==> src/rtl/loader_pkg.sv <==
// Shared definitions for the boot-time program loader: FSM encoding,
// frame sync byte and length limits.
package loader_pkg;

    typedef enum logic [3:0] {
        S_IDLE,
        S_SYNC,
        S_LEN_HI,
        S_LEN_LO,
        S_DATA_HI,
        S_DATA_LO,
        S_WRITE,
        S_CHK,
        S_DONE,
        S_ERR
    } state_t;

    localparam logic [7:0] SYNC_BYTE  = 8'hA5;
    localparam int         LEN_W      = 16;
    localparam int         DEF_ADDR_W = 10;

    // Largest legal word count for a given address width (fills the memory exactly).
    function automatic logic [LEN_W:0] max_len(input int unsigned addr_w);
        return (LEN_W+1)'(1) << addr_w;
    endfunction

    localparam logic [LEN_W:0] MAX_LEN = max_len(DEF_ADDR_W);

endpackage

==> src/rtl/program_loader.sv <==
// Streams a framed, checksummed image into instruction memory and holds the
// cpu in reset until a complete, verified image has been written.
module program_loader
    import loader_pkg::*;
#(
    parameter int ADDR_W = 10,
    parameter int DATA_W = 16
) (
    input  logic              clock,
    input  logic              reset,
    input  logic              start,
    input  logic              in_valid,
    input  logic [7:0]        in_data,
    output logic              in_ready,
    output logic              mem_we,
    output logic [ADDR_W-1:0] mem_addr,
    output logic [DATA_W-1:0] mem_wdata,
    output logic              cpu_reset,
    output logic              busy,
    output logic              done,
    output logic              error
);

    localparam logic [LEN_W:0] LEN_LIMIT = max_len(ADDR_W);

    state_t             state, next;
    logic [LEN_W-1:0]   len;
    logic [ADDR_W-1:0]  idx;
    logic [7:0]         hi;
    logic [7:0]         chk;

    logic [LEN_W-1:0]   new_len;
    logic               len_bad;
    logic               last;
    logic               accept;

    assign new_len = {len[LEN_W-1:8], in_data};
    assign len_bad = (new_len == '0) || ({1'b0, new_len} > LEN_LIMIT);
    assign last    = (LEN_W'(idx) == len - LEN_W'(1));
    assign accept  = in_valid && in_ready;

    always_ff @(posedge clock or posedge reset) begin
        if (reset) state <= S_IDLE;
        else       state <= next;
    end

    always_comb begin
        next      = state;
        in_ready  = 1'b0;
        mem_we    = 1'b0;
        busy      = 1'b1;
        done      = 1'b0;
        error     = 1'b0;
        cpu_reset = 1'b1;
        case (state)
            S_IDLE: begin
                busy = 1'b0;
                if (start) next = S_SYNC;
            end
            S_SYNC: begin
                in_ready = 1'b1;
                if (in_valid && in_data == SYNC_BYTE) next = S_LEN_HI;
            end
            S_LEN_HI: begin
                in_ready = 1'b1;
                if (in_valid) next = S_LEN_LO;
            end
            S_LEN_LO: begin
                in_ready = 1'b1;
                if (in_valid) next = len_bad ? S_ERR : S_DATA_HI;
            end
            S_DATA_HI: begin
                in_ready = 1'b1;
                if (in_valid) next = S_DATA_LO;
            end
            S_DATA_LO: begin
                in_ready = 1'b1;
                if (in_valid) next = S_WRITE;
            end
            S_WRITE: begin
                mem_we = 1'b1;
                next   = last ? S_CHK : S_DATA_HI;
            end
            S_CHK: begin
                in_ready = 1'b1;
                if (in_valid) next = (in_data == chk) ? S_DONE : S_ERR;
            end
            S_DONE: begin
                busy      = 1'b0;
                done      = 1'b1;
                cpu_reset = 1'b0;
                if (start) next = S_SYNC;
            end
            S_ERR: begin
                busy  = 1'b0;
                error = 1'b1;
                if (start) next = S_SYNC;
            end
            default: next = S_IDLE;
        endcase
    end

    // Datapath; mem_addr/mem_wdata are staged while the low byte arrives so
    // they are stable for the whole WRITE cycle and hold afterwards.
    always_ff @(posedge clock or posedge reset) begin
        if (reset) begin
            len       <= '0;
            idx       <= '0;
            hi        <= '0;
            chk       <= '0;
            mem_addr  <= '0;
            mem_wdata <= '0;
        end else begin
            case (state)
                S_SYNC:    if (accept && in_data == SYNC_BYTE) begin
                               chk <= '0;
                               idx <= '0;
                           end
                S_LEN_HI:  if (accept) len[LEN_W-1:8] <= in_data;
                S_LEN_LO:  if (accept) len[7:0] <= in_data;
                S_DATA_HI: if (accept) begin
                               hi  <= in_data;
                               chk <= chk ^ in_data;
                           end
                S_DATA_LO: if (accept) begin
                               chk       <= chk ^ in_data;
                               mem_addr  <= idx;
                               mem_wdata <= DATA_W'({hi, in_data});
                           end
                S_WRITE:   if (!last) idx <= idx + ADDR_W'(1);
                default:   ;
            endcase
        end
    end

endmodule
==> config.mk <==
export PLATFORM = sky130hd
export DESIGN_NAME = program_loader
export DESIGN_NICKNAME = d
export VERILOG_FILES = /design/src/rtl/loader_pkg.sv /design/src/rtl/program_loader.sv
export SDC_FILE = /design/constraint.sdc
export NUM_CORES = 1
export LEC_CHECK = 0
export CORE_MARGIN = 4
export CORE_UTILIZATION = 47
export DETAILED_ROUTE_END_ITERATION = 8
export GPL_TIMING_DRIVEN = 0
export PLACE_DENSITY_LB_ADDON = 0.15
export SLEW_MARGIN = 15
export SYNTH_ARGS = -nofsm -noshare
export SYNTH_HDL_FRONTEND = slang
export SYNTH_SLANG_ARGS = --single-unit
==> constraint.sdc <==
create_clock -name clock -period 2.61 [get_ports clock]
set_input_delay 0.6525 -clock clock [delete_from_list [all_inputs] [get_ports clock]]
set_output_delay 0.6525 -clock clock [all_outputs]
set_load 0.01 [all_outputs]
==> metrics.txt, run 1 <==
Cell Area, Placed 4313 sq um; Hold-fix buffers, CTS 0; n_diodes 0; Worst-path clk slew 0.08 ns; First DRT Iteration DRCs 97; Crit Path Max Fanout 6; first-pass GRT wire length 16.03 mm; power density over the cells 1299 nW/um^2; failing checks setup timing; Pre-Repair DR Iteration Count 4; Setup violations, final 10; Hold Vio Cnt, Final 0; die footprint 9558 sq um; Register Area 1808 sq um; Layout area overhead 31.22%; Die X 97.77 um; share of cells above drive strength 1 32.64%; Crit. End Element register; Max Fclk 346.2 MHz; IO Count 44; Initial Util 48.76%; FF-to-FF Start len[5]; Final Power 6.458 mW; I/O Buffers 36; cell area after layout 4970 sq um; ys flop type dfrtp_1; Multi-input gate area 2034 sq um; LEAKAGE 2.066 nW; dpl cells 495; crit path from len[5]; Slew Limit Fails 0; Hold Path Class register to register; Post-synth EDFFs 0; gr usage total 20.55%; core region area 7767 sq um; Synth cell types 47; CP startpoint kind register; CTS tree built; half-perimeter wire length after placement 6.136 mm; unrepaired setup endpoints after global routing yes; largest net degree at the start of global routing 50; initial antenna violation count 0; vias in the first global route 3198; Syn Inst Count 356; Seq cells post-synth 72; peak supply drop 0.6145 mV; critical path data arrival time 3.16 ns; Final WS setup -0.2782 ns; post-DR vias/cell 5.925; WS Path Type register to register; WL/cell 18.21 um; synthesized area 3787 sq um; Ys Warns 0; mean area per synthesized cell 10.64 sq um; total of max-cap violations 0; vias 3164; htree depth 3; CTS Buf Count 9; post-place setup slack -1.201 ns; syn nets 370; most frequent CP cell or4_4; clk buf depth 2; Rel. slew slack 48.98%; Root Driver clkbuf_8; Die Ht 97.77 um; Clock Skews 0.007721 ns; final wirelength 9.723 mm; outcome complete, but fails checks; slowest CP cell or4_4; final worst path period share 110.7%; grt total ovfl 0; Layout Utilization 63.98%; worst skew pair latency 0.35 ns; crit path cell chain or4_4, or4_4, a32oi_1, a21bo_2, and4_1, buf_6, or4_1, a21oi_2; GP Congestion 0.9081; FILL cells 632; fraction of registers with async set/reset 100.0%; TritonCTS Sinks 72; Worst Max-Slew Pin Slew 0.7626 ns; DRT antenna net count 0; post-route minimum period 2.888 ns; worst hold start mem_addr[4]; CP max stage delay 0.57 ns; Req. time, crit path 2.88 ns; register area share after synthesis 47.57%; # DRC 0; final net count 441; fin cells 534; row cnt 32
-- registers in the layout, summed over array words and instances (netlist names) --
register and flops:
idx 10, mem_addr 10, mem_wdata 16, hi 8, chk 8, state 4
len 16
-- path summary, 6_finish.rpt --
kind | end | slack, ns | depth (start not counted)
max | idx[9] | -0.28 | 8
min | mem_addr[4] | 0.51 | 1
max reg2reg | idx[9] | -0.28 | 8
min reg2reg | mem_addr[4] | 0.51 | 1
max in group asynchronous | len[3] | 1.43 | 3
min in group asynchronous | mem_wdata[9] | 0.61 | 2
-- power breakdown --
group	internal [mW]	switching, mW
registers	1.65	0.478
logic	1.77	1.56
clock network	0.563	0.432
total	3.99	2.47
-- cell usage in the layout, fill, tap and decap left out, drive strengths merged, types with 6 or more instances in the layout --
cell           count
dfrtp             72
mux2              50
clkdlybuf4s50     31
buf               30
clkbuf            28
o21ai             23
nand2             21
nor2              16
xnor2             13
inv               10
a21oi             10
nand3              9
nand4              9
nand2b             9
or4                9
a22o               8
nor3               8
or3                7
nor4               6
o31ai              6
-- cells by family after synthesis --
family,after synthesis,share of synthesized area (%)
AOI/OAI and AO/OA,66,11.46
adders and majority gates,2,0.6606
xor gates and xnor gates,18,4.163
and+or+nand+nor,110,16.09
buffers and inverters,33,3.865
DFF,72,47.57
muxes,55,16.19
-- cell usage after synthesis (3+ instances only) --
library cell	n	area, sq um
dfrtp_1	72	1802
mux2_2	50	563.0
o21ai_0	23	115.1
nand2_1	21	78.83
clkbuf_1	17	63.81
nor2_1	16	60.06
xnor2_1	13	113.9
a21oi_1	10	50.05
inv_1	10	37.54
nand2b_1	9	56.30
nand3_1	9	45.04
nand4_1	9	56.30
a22o_1	8	70.07
nor3_1	8	40.04
or4_1	8	60.06
or3_1	7	43.79
nor4_1	6	37.54
o31ai_1	6	45.04
mux2i_1	5	50.05
xor2_1	5	43.79
o211ai_1	4	30.03
a41oi_1	3	26.28
and3_1	3	18.77
buf_1	3	11.26
buf_6	3	33.78
-- timing repair --
item	4_1_cts	5_1_grt
endpoints found under the setup margin	25	14
cloned	1	0
setup buffers	19	3
pin swaps	23	4
resized for setup	54	23
-- metrics by stage --
step	setup TNS (ns)	hold WS, ns
2_1_floorplan	-0.2190	0.4767
3_5_place_dp	-17.75	0.4918
3_3_place_gp	-94.35	0.4828
4_1_cts	-0.9103	0.5087
6_report	-1.554	0.5062
5_1_grt	-2.407	0.5273
-- worst max-delay path, delay by kind of cell (launching register included) --
kind | cells | cell delay, ns
AOI/OAI and AO/OA | 3 | 0.62
buffers and inverters | 1 | 0.13
DFF | 1 | 0.38
and+or+nand+nor | 4 | 1.67
-- area by class of cell --
cell class              instances  share of cell area [%]
flip-flops and latches         72                   36.38
clock buffers                  11                   2.845
plain buffers                  23                   2.895
clock inverters                 5                   1.611
multi-input cells             251                   40.94
well taps                     102                   2.568
inverters                      10                  0.8056
repair buffers                 60                   11.96
-- layer usage --
layer / up-vias / share of wire, % / routed length, um / track usage [%]
met5: - / 0 / 0 / 0
met4: 0 / 2.5 / 240 / 7.774
met3: 27 / 3.1 / 304 / 2.643
met2: 96 / 51 / 4998 / 35.58
met1: 1593 / 43 / 4179 / 26.31
li1: 1448 / - / - / -
No activity file was read; power rests on OpenSTA's default activity.
==> run 2, diff against run 1 <==
--- a/config.mk
+++ b/config.mk
@@ -5,8 +5,10 @@
 export SDC_FILE = /design/constraint.sdc
 export NUM_CORES = 1
 export LEC_CHECK = 0
+export CELL_PAD_IN_SITES_DETAIL_PLACEMENT = 2
+export CELL_PAD_IN_SITES_GLOBAL_PLACEMENT = 2
 export CORE_MARGIN = 4
-export CORE_UTILIZATION = 47
+export CORE_UTILIZATION = 33
 export DETAILED_ROUTE_END_ITERATION = 8
 export GPL_TIMING_DRIVEN = 0
 export PLACE_DENSITY_LB_ADDON = 0.15
==> run 2 against run 1 <==
Compared with the run above: the flow still finishes with violations (setup timing); via count rose by 0.16%; non-clock buffer count fell by 5; critical path depth did not move; flip-flop and latch count did not move; setup slack improved by 0.056 ns; fmax rose by 2.0%; register-to-register slack improved by 0.06 ns; combinational power rose by 3%; die area rose by 39%; first-iteration DRC count fell by 4.1%; worst hold slack got worse by 0.0022 ns; largest power group unchanged; highest routed layer unchanged.
==> metrics.txt, run 2 (synthesized netlist as in run 1, its figures left out) <==
outcome complete, but fails checks; failing checks setup timing; # DRC 0; total of max-cap violations 0; initial antenna violation count 0; First DRT Iteration DRCs 93; Clock Power Share 18.3%; core region area 11030 sq um; WS Path Type register to register; Crit. End Element register; die footprint 13250 sq um; Pre-Repair DR Iteration Count 4; most frequent CP cell or4_4; FILL cells 1137; Final WS setup -0.2227 ns; first-pass GRT wire length 19.42 mm; TritonCTS Sinks 72; Worst-path clk slew 0.06 ns; crit path from len[5]; Int Power 4.213 mW; half-perimeter wire length after placement 7.561 mm; Max Fclk 353.0 MHz; IO Count 44; Hold Vio Cnt, Final 0; crit path cell chain or4_4, or4_4, a32oi_1, a21bo_2, and4_4, buf_6, or4_1, a21oi_1; post-DR vias/cell 5.589; GP Congestion 0.7594; LEAKAGE 2.083 nW; Initial Util 34.34%; row cnt 38; slowest CP cell or4_4; post-place setup slack -0.7985 ns; Layout area overhead 34.69%; switching share of total power 38.79%; htree depth 3; grt total ovfl 0; clk buf depth 2; most frequent cells in the layout dfrtp_1, mux2_2, clkdlybuf4s50_1, nand2_1, buf_4; share of power burned in registers 31.7%; vias in the first global route 3532; most common cell after layout, fill and taps aside dfrtp_1; top flop regs len x16, mem_wdata x16; largest net degree at the start of global routing 47; Setup violations, final 10; Clock Skews 0.007824 ns; vias 3169; Root Driver clkbuf_16; crit-path leading delay family simple AND/OR/NAND/NOR gates; DRT antenna net count 0; critical path data arrival time 3.10 ns; FF-to-FF Start len[5]; final worst path period share 108.5%; Req. time, crit path 2.88 ns; WL/cell 21.05 um; CP Buf/Inv Count 1; Slew Limit Fails 0; peak supply drop 0.5445 mV; Sw Pwr 2.669 mW; Hold Path Class register to register; worst hold start hi[7]; Layout Utilization 46.25%; I/O Buffers 36; Comb power frac 50.0%; Rel. slew slack 38.23%; n_diodes 0; Die X 115.1 um; post-route minimum period 2.833 ns; gr usage total 19.08%; Crit Path Max Fanout 4; Die Ht 115.1 um; power density over the cells 1349 nW/um^2; unrepaired setup endpoints after global routing yes; Hold-fix buffers, CTS 0; CTS Buf Count 9; CP startpoint kind register; Worst Max-Slew Pin Slew 0.9265 ns; CP max stage delay 0.56 ns; worst skew pair latency 0.35 ns; final net count 436; final wirelength 11.94 mm; CTS tree built; share of cells above drive strength 1 33.02%
-- run 2: path summary, 6_finish.rpt --
| path | to | slack, ns | cells past startpoint |
|---|---|---|---|
| setup / recovery | idx[9] | -0.22 | 8 |
| hold / removal | hi[7] | 0.50 | 1 |
| setup reg to reg | idx[9] | -0.22 | 8 |
| hold reg to reg | hi[7] | 0.50 | 1 |
| max in group asynchronous | len[0] | 1.40 | 3 |
| min in group asynchronous | mem_wdata[15] | 0.64 | 2 |
-- run 2: routing by layer --
layer / part of all wire, % / wire, um / global-route usage (%) / up-vias
met1: 42 / 5024 / 23.70 / 1656
li1: - / - / - / 1446
met2: 53 / 6372 / 33.26 / 53
met4: 1.4 / 167 / 5.869 / 0
met3: 3.1 / 374 / 3.947 / 14
met5: 0 / 0 / 0 / -
-- run 2: layout make-up --
type / count / area, sq um / area share, %
buffer: 23 / 151.4 / 2.968
tap: 140 / 175.2 / 3.434
multi-input combinational: 251 / 2072 / 40.62
inverter: 10 / 40.04 / 0.7849
clock buffer: 11 / 242.7 / 4.758
sequential: 72 / 1807 / 35.42
clock inverter: 5 / 56.30 / 1.104
timing repair buffer: 55 / 556.8 / 10.91
-- run 2: power by group through the flow --
| stage | Clock (mW) | Combinational (mW) | Sequential, mW |
|---|---|---|---|
| CTS | 1.29 | 3.29 | 2.16 |
| floorplan | 0 | 1.79 | 2.12 |
| finish | 1.26 | 3.44 | 2.18 |
| detailed placement | 0 | 2.81 | 2.19 |
| global route | 1.36 | 3.76 | 2.27 |
| global placement | 0 | 2.72 | 2.15 |
-- run 2: metrics by stage --
step	power [mW]	area (sq um)	instances	hold WS [ns]	setup TNS (ns)
2_1_floorplan	3.909	3795	356	0.4767	-0.2190
3_3_place_gp	4.869	4330	532	0.4876	-103.36
3_5_place_dp	5.005	4365	533	0.4926	-12.85
4_1_cts	6.742	4989	566	0.5072	-0.6872
5_1_grt	7.392	5101	567	0.5134	-2.109
6_report	6.882	5101	567	0.5039	-1.036
-- run 2: repair_timing --
item | 4_1_cts | 5_1_grt
setup buffers | 15 | 1
endpoints found under the setup margin | 25 | 23
pin swaps | 18 | 13
gates cloned | 2 | 0
resized for setup | 54 | 29
